## config.mk

```make
export PLATFORM = sky130hd
export DESIGN_NAME = store_narrower
export DESIGN_NICKNAME = d
export VERILOG_FILES = /design/src/rtl/store_narrower_pkg.sv /design/src/rtl/store_narrower_narrow_check.sv /design/src/rtl/store_narrower.sv
export SDC_FILE = /design/constraint.sdc
export NUM_CORES = 1
export LEC_CHECK = 0
export BUFFER_PORTS_ARGS = -buffer_cell sky130_fd_sc_hd__buf_2
export CORE_MARGIN = 1.5
export CORE_UTILIZATION = 48
export CTS_BUF_LIST = sky130_fd_sc_hd__clkbuf_8
export DETAILED_ROUTE_END_ITERATION = 7
export HOLD_SLACK_MARGIN = 0.06
export PLACE_DENSITY_LB_ADDON = 0.15
export RECOVER_POWER = 100
export SYNTH_ARGS = -nofsm -noshare
export SYNTH_HDL_FRONTEND = slang
export SYNTH_SLANG_ARGS = --single-unit
```

## constraint.sdc

```tcl
create_clock -name clk -period 2.3 [get_ports clk]
set_input_delay 0.345 -clock clk [delete_from_list [all_inputs] [get_ports clk]]
set_output_delay 0.345 -clock clk [all_outputs]
set_load 0.05 [all_outputs]
```

## src/rtl/store_narrower_pkg.sv

```systemverilog
// Shared encodings and helpers for the byte-serial store narrower.
// The sign-extension checker is also meant to be reused on the load side.
package store_narrower_pkg;

    localparam logic [1:0] SZ_BYTE = 2'b00;
    localparam logic [1:0] SZ_HALF = 2'b01;
    localparam logic [1:0] SZ_WORD = 2'b10;
    localparam logic [1:0] SZ_ILL  = 2'b11;

    typedef enum logic [1:0] {
        ST_IDLE = 2'd0,
        ST_SEND = 2'd1,
        ST_FIN  = 2'd2,
        ST_ERR  = 2'd3
    } state_t;

    function automatic logic [2:0] beat_count(input logic [1:0] size);
        case (size)
            SZ_BYTE: beat_count = 3'd1;
            SZ_HALF: beat_count = 3'd2;
            default: beat_count = 3'd4;
        endcase
    endfunction

    // Illegal size or a start address that is not naturally aligned.
    function automatic logic req_illegal(input logic [1:0] size, input logic [1:0] addr_lo);
        case (size)
            SZ_BYTE: req_illegal = 1'b0;
            SZ_HALF: req_illegal = addr_lo[0];
            SZ_WORD: req_illegal = (addr_lo != 2'b00);
            default: req_illegal = 1'b1;
        endcase
    endfunction

endpackage

```

## src/rtl/store_narrower_narrow_check.sv

```systemverilog
// Combinational inverse of the sign extender: flags values whose narrowed
// field would not sign-extend back to the full 32-bit register value.
module store_narrower_narrow_check
    import store_narrower_pkg::*;
(
    input  logic [31:0] i_data,
    input  logic [1:0]  i_size,
    output logic        o_ovf
);

    always_comb begin
        o_ovf = 1'b0;
        case (i_size)
            SZ_BYTE: o_ovf = (i_data[31:8]  != {24{i_data[7]}});
            SZ_HALF: o_ovf = (i_data[31:16] != {16{i_data[15]}});
            default: o_ovf = 1'b0;
        endcase
    end

endmodule

```

## src/rtl/store_narrower.sv

```systemverilog
// Narrows a register value to byte/half/word and writes it out as serial
// little-endian 8-bit beats on a byte-wide memory port.
module store_narrower
    import store_narrower_pkg::*;
#(
    parameter int ADDR_W = 32
) (
    input  logic              clk,
    input  logic              rst_n,
    input  logic              req_valid,
    output logic              req_ready,
    input  logic [ADDR_W-1:0] req_addr,
    input  logic [31:0]       req_data,
    input  logic [1:0]        req_size,
    output logic              mem_we,
    output logic [ADDR_W-1:0] mem_addr,
    output logic [7:0]        mem_wdata,
    input  logic              mem_ack,
    output logic              done,
    output logic              err,
    output logic              trunc_ovf,
    output logic              busy
);

    state_t            r_state;
    state_t            w_next;
    logic [ADDR_W-1:0] r_addr;
    logic [31:0]       r_data;
    logic [1:0]        r_k;
    logic [1:0]        r_last;
    logic              r_ovf;
    logic              r_done;
    logic              r_err;
    logic              r_trunc;
    logic              w_accept;
    logic              w_ovf;
    logic [2:0]        w_n;

    store_narrower_narrow_check u_check (
        .i_data (req_data),
        .i_size (req_size),
        .o_ovf  (w_ovf)
    );

    assign w_accept = req_valid && (r_state == ST_IDLE);
    assign w_n      = beat_count(req_size);

    always_comb begin
        w_next = r_state;
        case (r_state)
            ST_IDLE: if (w_accept)
                         w_next = req_illegal(req_size, req_addr[1:0]) ? ST_ERR : ST_SEND;
            ST_SEND: if (mem_ack && (r_k == r_last))
                         w_next = ST_FIN;
            ST_FIN:  w_next = ST_IDLE;
            ST_ERR:  w_next = ST_IDLE;
            default: w_next = ST_IDLE;
        endcase
    end

    always_ff @(posedge clk or negedge rst_n) begin
        if (!rst_n) begin
            r_state <= ST_IDLE;
            r_addr  <= '0;
            r_data  <= '0;
            r_k     <= '0;
            r_last  <= '0;
            r_ovf   <= 1'b0;
            r_done  <= 1'b0;
            r_err   <= 1'b0;
            r_trunc <= 1'b0;
        end else begin
            r_state <= w_next;
            r_done  <= (w_next == ST_FIN);
            r_err   <= (w_next == ST_ERR);
            r_trunc <= (w_next == ST_FIN) ? r_ovf : 1'b0;
            if (w_accept) begin
                r_addr <= req_addr;
                r_data <= req_data;
                r_last <= w_n[1:0] - 2'd1;
                r_k    <= 2'd0;
                r_ovf  <= w_ovf;
            end else if ((r_state == ST_SEND) && mem_ack && (r_k != r_last)) begin
                r_k <= r_k + 2'd1;
            end
        end
    end

    // Beat outputs decode only registered state, so they hold through wait states.
    always_comb begin
        mem_wdata = r_data[7:0];
        case (r_k)
            2'd0: mem_wdata = r_data[7:0];
            2'd1: mem_wdata = r_data[15:8];
            2'd2: mem_wdata = r_data[23:16];
            2'd3: mem_wdata = r_data[31:24];
            default: mem_wdata = r_data[7:0];
        endcase
    end

    assign mem_addr  = r_addr + ADDR_W'(r_k);
    assign mem_we    = (r_state == ST_SEND);
    assign req_ready = (r_state == ST_IDLE);
    assign busy      = (r_state != ST_IDLE);
    assign done      = r_done;
    assign err       = r_err;
    assign trunc_ovf = r_trunc;

endmodule

```

==> impl_metrics.prom <==
# TYPE chip_impl_metric gauge
chip_impl_metric{name="layout.filler_cells",unit=""} 606
chip_impl_info{name="sequence_of_cells_on_the_critical_path",value="ha_2, inv_2, fa_2, and3b_2, nor4b_4, buf_6, nand4_1, xnor2_4, buf_6"} 1
chip_impl_metric{name="final_layout_size_suffix_gt1_frac",unit=""} 0.3574
chip_impl_metric{name="global_route_wire_length_before_repair",unit="mm"} 16.53
chip_impl_metric{name="stdcell_area",unit="mm²"} 0.005609
chip_impl_metric{name="final_hold_viol_count",unit=""} 0
chip_impl_metric{name="maxCapViolCount",unit=""} 0
chip_impl_metric{name="fin_nets",unit=""} 669
chip_impl_metric{name="area_delta_synth_final",unit="%"} 44.94
chip_impl_info{name="critical_path.endpoint_type",value="output pin"} 1
chip_impl_metric{name="critPathRequiredTime",unit="ps"} 1960
chip_impl_info{name="worst_path_most_repeated_cell",value="buf_6"} 1
chip_impl_metric{name="critical_path_arrival",unit="ps"} 2490
chip_impl_metric{name="synth.lib_cells_used.distinct",unit=""} 37
chip_impl_metric{name="first_global_vias",unit=""} 3598
chip_impl_metric{name="hold-path-cell-count",unit=""} 3
chip_impl_metric{name="fin_tns_setup",unit="ps"} -10810
chip_impl_metric{name="power.share.sequential",unit=""} 0.287
chip_impl_metric{name="tritoncts.num_buffers",unit=""} 9
chip_impl_info{name="run_status",value="complete, but fails checks"} 1
chip_impl_metric{name="post_synthesis_async_set_or_reset_flop_share",unit=""} 1.000
chip_impl_metric{name="finalSetupViolCount",unit=""} 29
chip_impl_info{name="timing.rr.end",value="r_data[5]"} 1
chip_impl_metric{name="numPortBuffers",unit=""} 115
chip_impl_metric{name="first_pass_iters",unit=""} 4
chip_impl_metric{name="gp_congestion",unit=""} 0.8427
chip_impl_metric{name="die_h",unit="µm"} 92.79
chip_impl_metric{name="dp_area",unit="mm²"} 0.005111
chip_impl_metric{name="final_critical_path_setup_slack",unit="ps"} -535.3
chip_impl_metric{name="path_clk_slew",unit="ps"} 80
chip_impl_metric{name="drtAntennaViolNets",unit=""} 0
chip_impl_metric{name="finalCriticalPeriod",unit="ps"} 2835
chip_impl_info{name="type_of_the_most_critical_hold_path",value="input port to flop"} 1
chip_impl_metric{name="synth_top_cell_area_share",unit=""} 0.4785
chip_impl_metric{name="slew_viol_final",unit=""} 0
chip_impl_metric{name="ir_worst_vdd",unit="V"} 0.0008519
chip_impl_metric{name="largest_net_degree_at_the_start_of_global_routing",unit=""} 70
chip_impl_metric{name="cts_max_path_buffers",unit=""} 2
chip_impl_metric{name="antenna_violations_before_repair",unit=""} 0
chip_impl_metric{name="core_region_area",unit="mm²"} 0.007767
chip_impl_info{name="netlist.top_cell.by_area",value="dfrtp_1"} 1
chip_impl_metric{name="detail_route.drc_violations",unit=""} 0
chip_impl_metric{name="power.net_switching",unit="µW"} 4255
chip_impl_info{name="cts_tree",value="done"} 1
chip_impl_metric{name="fin_skew",unit="ps"} 10.04
chip_impl_metric{name="timing.reg2reg.worst_path_depth",unit=""} 3
chip_impl_metric{name="synth_cells",unit=""} 448
chip_impl_metric{name="std_cell_rows",unit=""} 32
chip_impl_metric{name="tightest_slew",unit="ps"} 971.1
chip_impl_metric{name="floorplan.io_pins",unit=""} 116
chip_impl_metric{name="yosys_warnings",unit=""} 0
chip_impl_metric{name="timing.reg2reg.setup_slack",unit="ps"} 360
chip_impl_metric{name="floorplan.die.width",unit="µm"} 92.79
chip_impl_metric{name="route.final.wire_length",unit="mm"} 9.926
chip_impl_metric{name="combinational_share_of_power",unit=""} 0.578
chip_impl_info{name="yosys.cell_count.top_type",value="nand2_1"} 1
chip_impl_info{name="startpoint_of_the_lowest_slack_hold_path",value="req_addr[27]"} 1
chip_impl_metric{name="path_buf_inv",unit=""} 3
chip_impl_info{name="crit_family",value="simple AND/OR/NAND/NOR gates"} 1
chip_impl_info{name="min_delay_worst_endpoint",value="r_addr[27]"} 1
chip_impl_metric{name="seq_area_frac_synth",unit=""} 0.4785
chip_impl_metric{name="postSynthNetCount",unit=""} 526
chip_impl_info{name="launch_point_of_the_worst_reg_to_reg_path",value="r_state[1]"} 1
chip_impl_metric{name="pwr_density_cell",unit="mW/mm²"} 1536
chip_impl_metric{name="dieArea",unit="mm²"} 0.008610
chip_impl_info{name="synth_top_cells_by_area",value="dfrtp_1 (48%), nand2_1 (18%), xnor2_1 (6.1%), mux2i_1 (2.8%), nand4_1 (2.6%)"} 1
chip_impl_metric{name="finalCritPeriodShare",unit=""} 1.233
chip_impl_info{name="synth_commonest_cells",value="nand2_1 (188), dfrtp_1 (74), xnor2_1 (27)"} 1
chip_impl_metric{name="cts_htree_levels",unit=""} 3
chip_impl_metric{name="vias",unit=""} 3632
chip_impl_metric{name="syn-cell-area",unit="mm²"} 0.003870
chip_impl_metric{name="insertion_delay",unit="ps"} 350
chip_impl_metric{name="numClockSinks",unit=""} 74
chip_impl_metric{name="dp.final_hpwl",unit="mm"} 7.151
chip_impl_metric{name="track_usage",unit=""} 0.2440
chip_impl_info{name="postSynth.topFlopCell",value="dfrtp_1"} 1
chip_impl_metric{name="fmax",unit="GHz"} 0.3527
chip_impl_metric{name="floorplan.initialDensity",unit=""} 0.4982
chip_impl_metric{name="ys_ff_latch",unit=""} 74
chip_impl_info{name="critical_path.startpoint_type",value="flop"} 1
chip_impl_metric{name="clock_power_share",unit=""} 0.135
chip_impl_metric{name="critical_path.max_stage_delay",unit="ps"} 360
chip_impl_metric{name="starting_drt_drc_count",unit=""} 161
chip_impl_metric{name="total_leakage_power",unit="µW"} 0.002875
chip_impl_metric{name="drt-vias-per-instance",unit=""} 5.203
chip_impl_metric{name="final_core_util",unit=""} 0.7221
chip_impl_metric{name="detail_route.wl_per_cell",unit="µm"} 14.22
chip_impl_info{name="violations_in_the_final_reports",value="setup timing"} 1
chip_impl_metric{name="crit_fanout",unit=""} 8
chip_impl_metric{name="post_synth.cell_area_avg",unit="µm²"} 8.638
chip_impl_info{name="crit_path_top_delay_cell",value="dfrtp_1"} 1
chip_impl_metric{name="fin_total_pwr",unit="µW"} 8614
chip_impl_info{name="ctsRootBufferMaster",value="clkbuf_8"} 1
chip_impl_metric{name="grt-ovfl-total",unit=""} 0
chip_impl_metric{name="switching_share",unit=""} 0.4940
chip_impl_metric{name="synth_edf_count",unit=""} 0
chip_impl_metric{name="antenna_cells",unit=""} 0
chip_impl_info{name="timing.setup.critical_path_class",value="flop to output pin"} 1
chip_impl_metric{name="max_slew_margin",unit=""} 0.3526
chip_impl_metric{name="p_int",unit="µW"} 4359
chip_impl_info{name="rsz0062_at_grt",value="true"} 1
[flip-flops by register name, summed over array words and instances (netlist names)]
name and flops:
done 1, err 1, r_addr 32, r_data 32, r_k 2, r_last 2, r_ovf 1, r_state 2
trunc_ovf 1
[worst min-delay path: stages]
cell and delay, ps:
buf_2 70, nand2_1 40, nand2_1 40
[power by group through the flow]
stage	sequential, µW	clock (µW)	combinational (µW)
after floorplan	2490	0	3420
after global placement	2440	0	4560
final	2470	1160	4980
after detailed placement	2480	0	4630
after global routing	2540	1240	5350
after CTS	2470	1180	4920
[final cells by class]
cell class | count | area [µm²] | share of cell area
inverter | 15 | 56.30 | 0.01004
sequential | 74 | 1852 | 0.3301
clock buffer | 10 | 137.6 | 0.02454
tap | 102 | 127.6 | 0.02275
clock inverter | 6 | 95.09 | 0.01695
multi-input combinational | 340 | 2346 | 0.4182
timing repair buffer | 151 | 994.7 | 0.1773
[routing by layer]
metal  up-vias  routed length, µm  GRT usage
met3        15                484    0.03202
met2       106               5033     0.4112
li1       1767                  -          -
met1      1744               4237     0.3170
met4         0                171    0.09975
met5         -                  0          0
[cell usage in the layout, fill, tap and decap left out, types with 5 or more instances in the layout]
cell and count:
nand2_1 187, buf_2 80, dfrtp_1 74, buf_4 28, buf_6 27, nand4_1 16, inv_1 13, xnor2_2 11
clkbuf_8 10, xnor2_4 9, o21ai_0 9, a222oi_1 8, mux2i_2 8, clkbuf_1 8, and3_1 7, nand3_1 7
nor2_1 7, xnor2_1 7, nor4_1 5, clkbuf_2 5
[kinds of logic after synthesis]
logic type / after synthesis / share of synthesized area
flops: 74 / 0.4785
fa+ha+maj: 8 / 0.02780
simple gates: 264 / 0.3133
xor+xnor: 33 / 0.07469
compound gates: 24 / 0.04397
buf+inv: 34 / 0.03330
mux: 11 / 0.02845
[worst max-delay path by stage]
stage | cells after the start | slack (ps) | end | startpoint
after floorplan | 7 | -440 | mem_addr[26] | r_k[0]
after global placement | 9 | -260 | mem_addr[26] | r_k[0]
after detailed placement | 9 | -320 | mem_addr[28] | r_k[0]
after CTS | 9 | -560 | mem_addr[30] | r_k[0]
after global routing | 9 | -670 | mem_addr[30] | r_k[0]
final | 9 | -540 | mem_addr[28] | r_k[0]
[through the flow]
| step | std cells | hold slack (ps) | worst slack (ps) |
|---|---|---|---|
| CTS | 695 | 170.9 | -559.0 |
| global route | 698 | 189.0 | -673.3 |
| finish | 698 | 180.0 | -535.3 |
| detailed placement | 675 | 161.7 | -321.3 |
| global placement | 675 | 159.4 | -264.4 |
| floorplan | 448 | 49.41 | -438.7 |
[timing repair]
| item | 4_1_cts | 5_1_grt |
|---|---|---|
| hold endpoints to repair | 5 | 0 |
| endpoints found under the setup margin | 37 | 36 |
| pin swaps | 11 | 12 |
| gates resized for setup | 52 | 25 |
| hold buffers | 1 | 0 |
| setup buffers | 3 | 6 |
No activity file was read; power rests on OpenSTA's default activity.
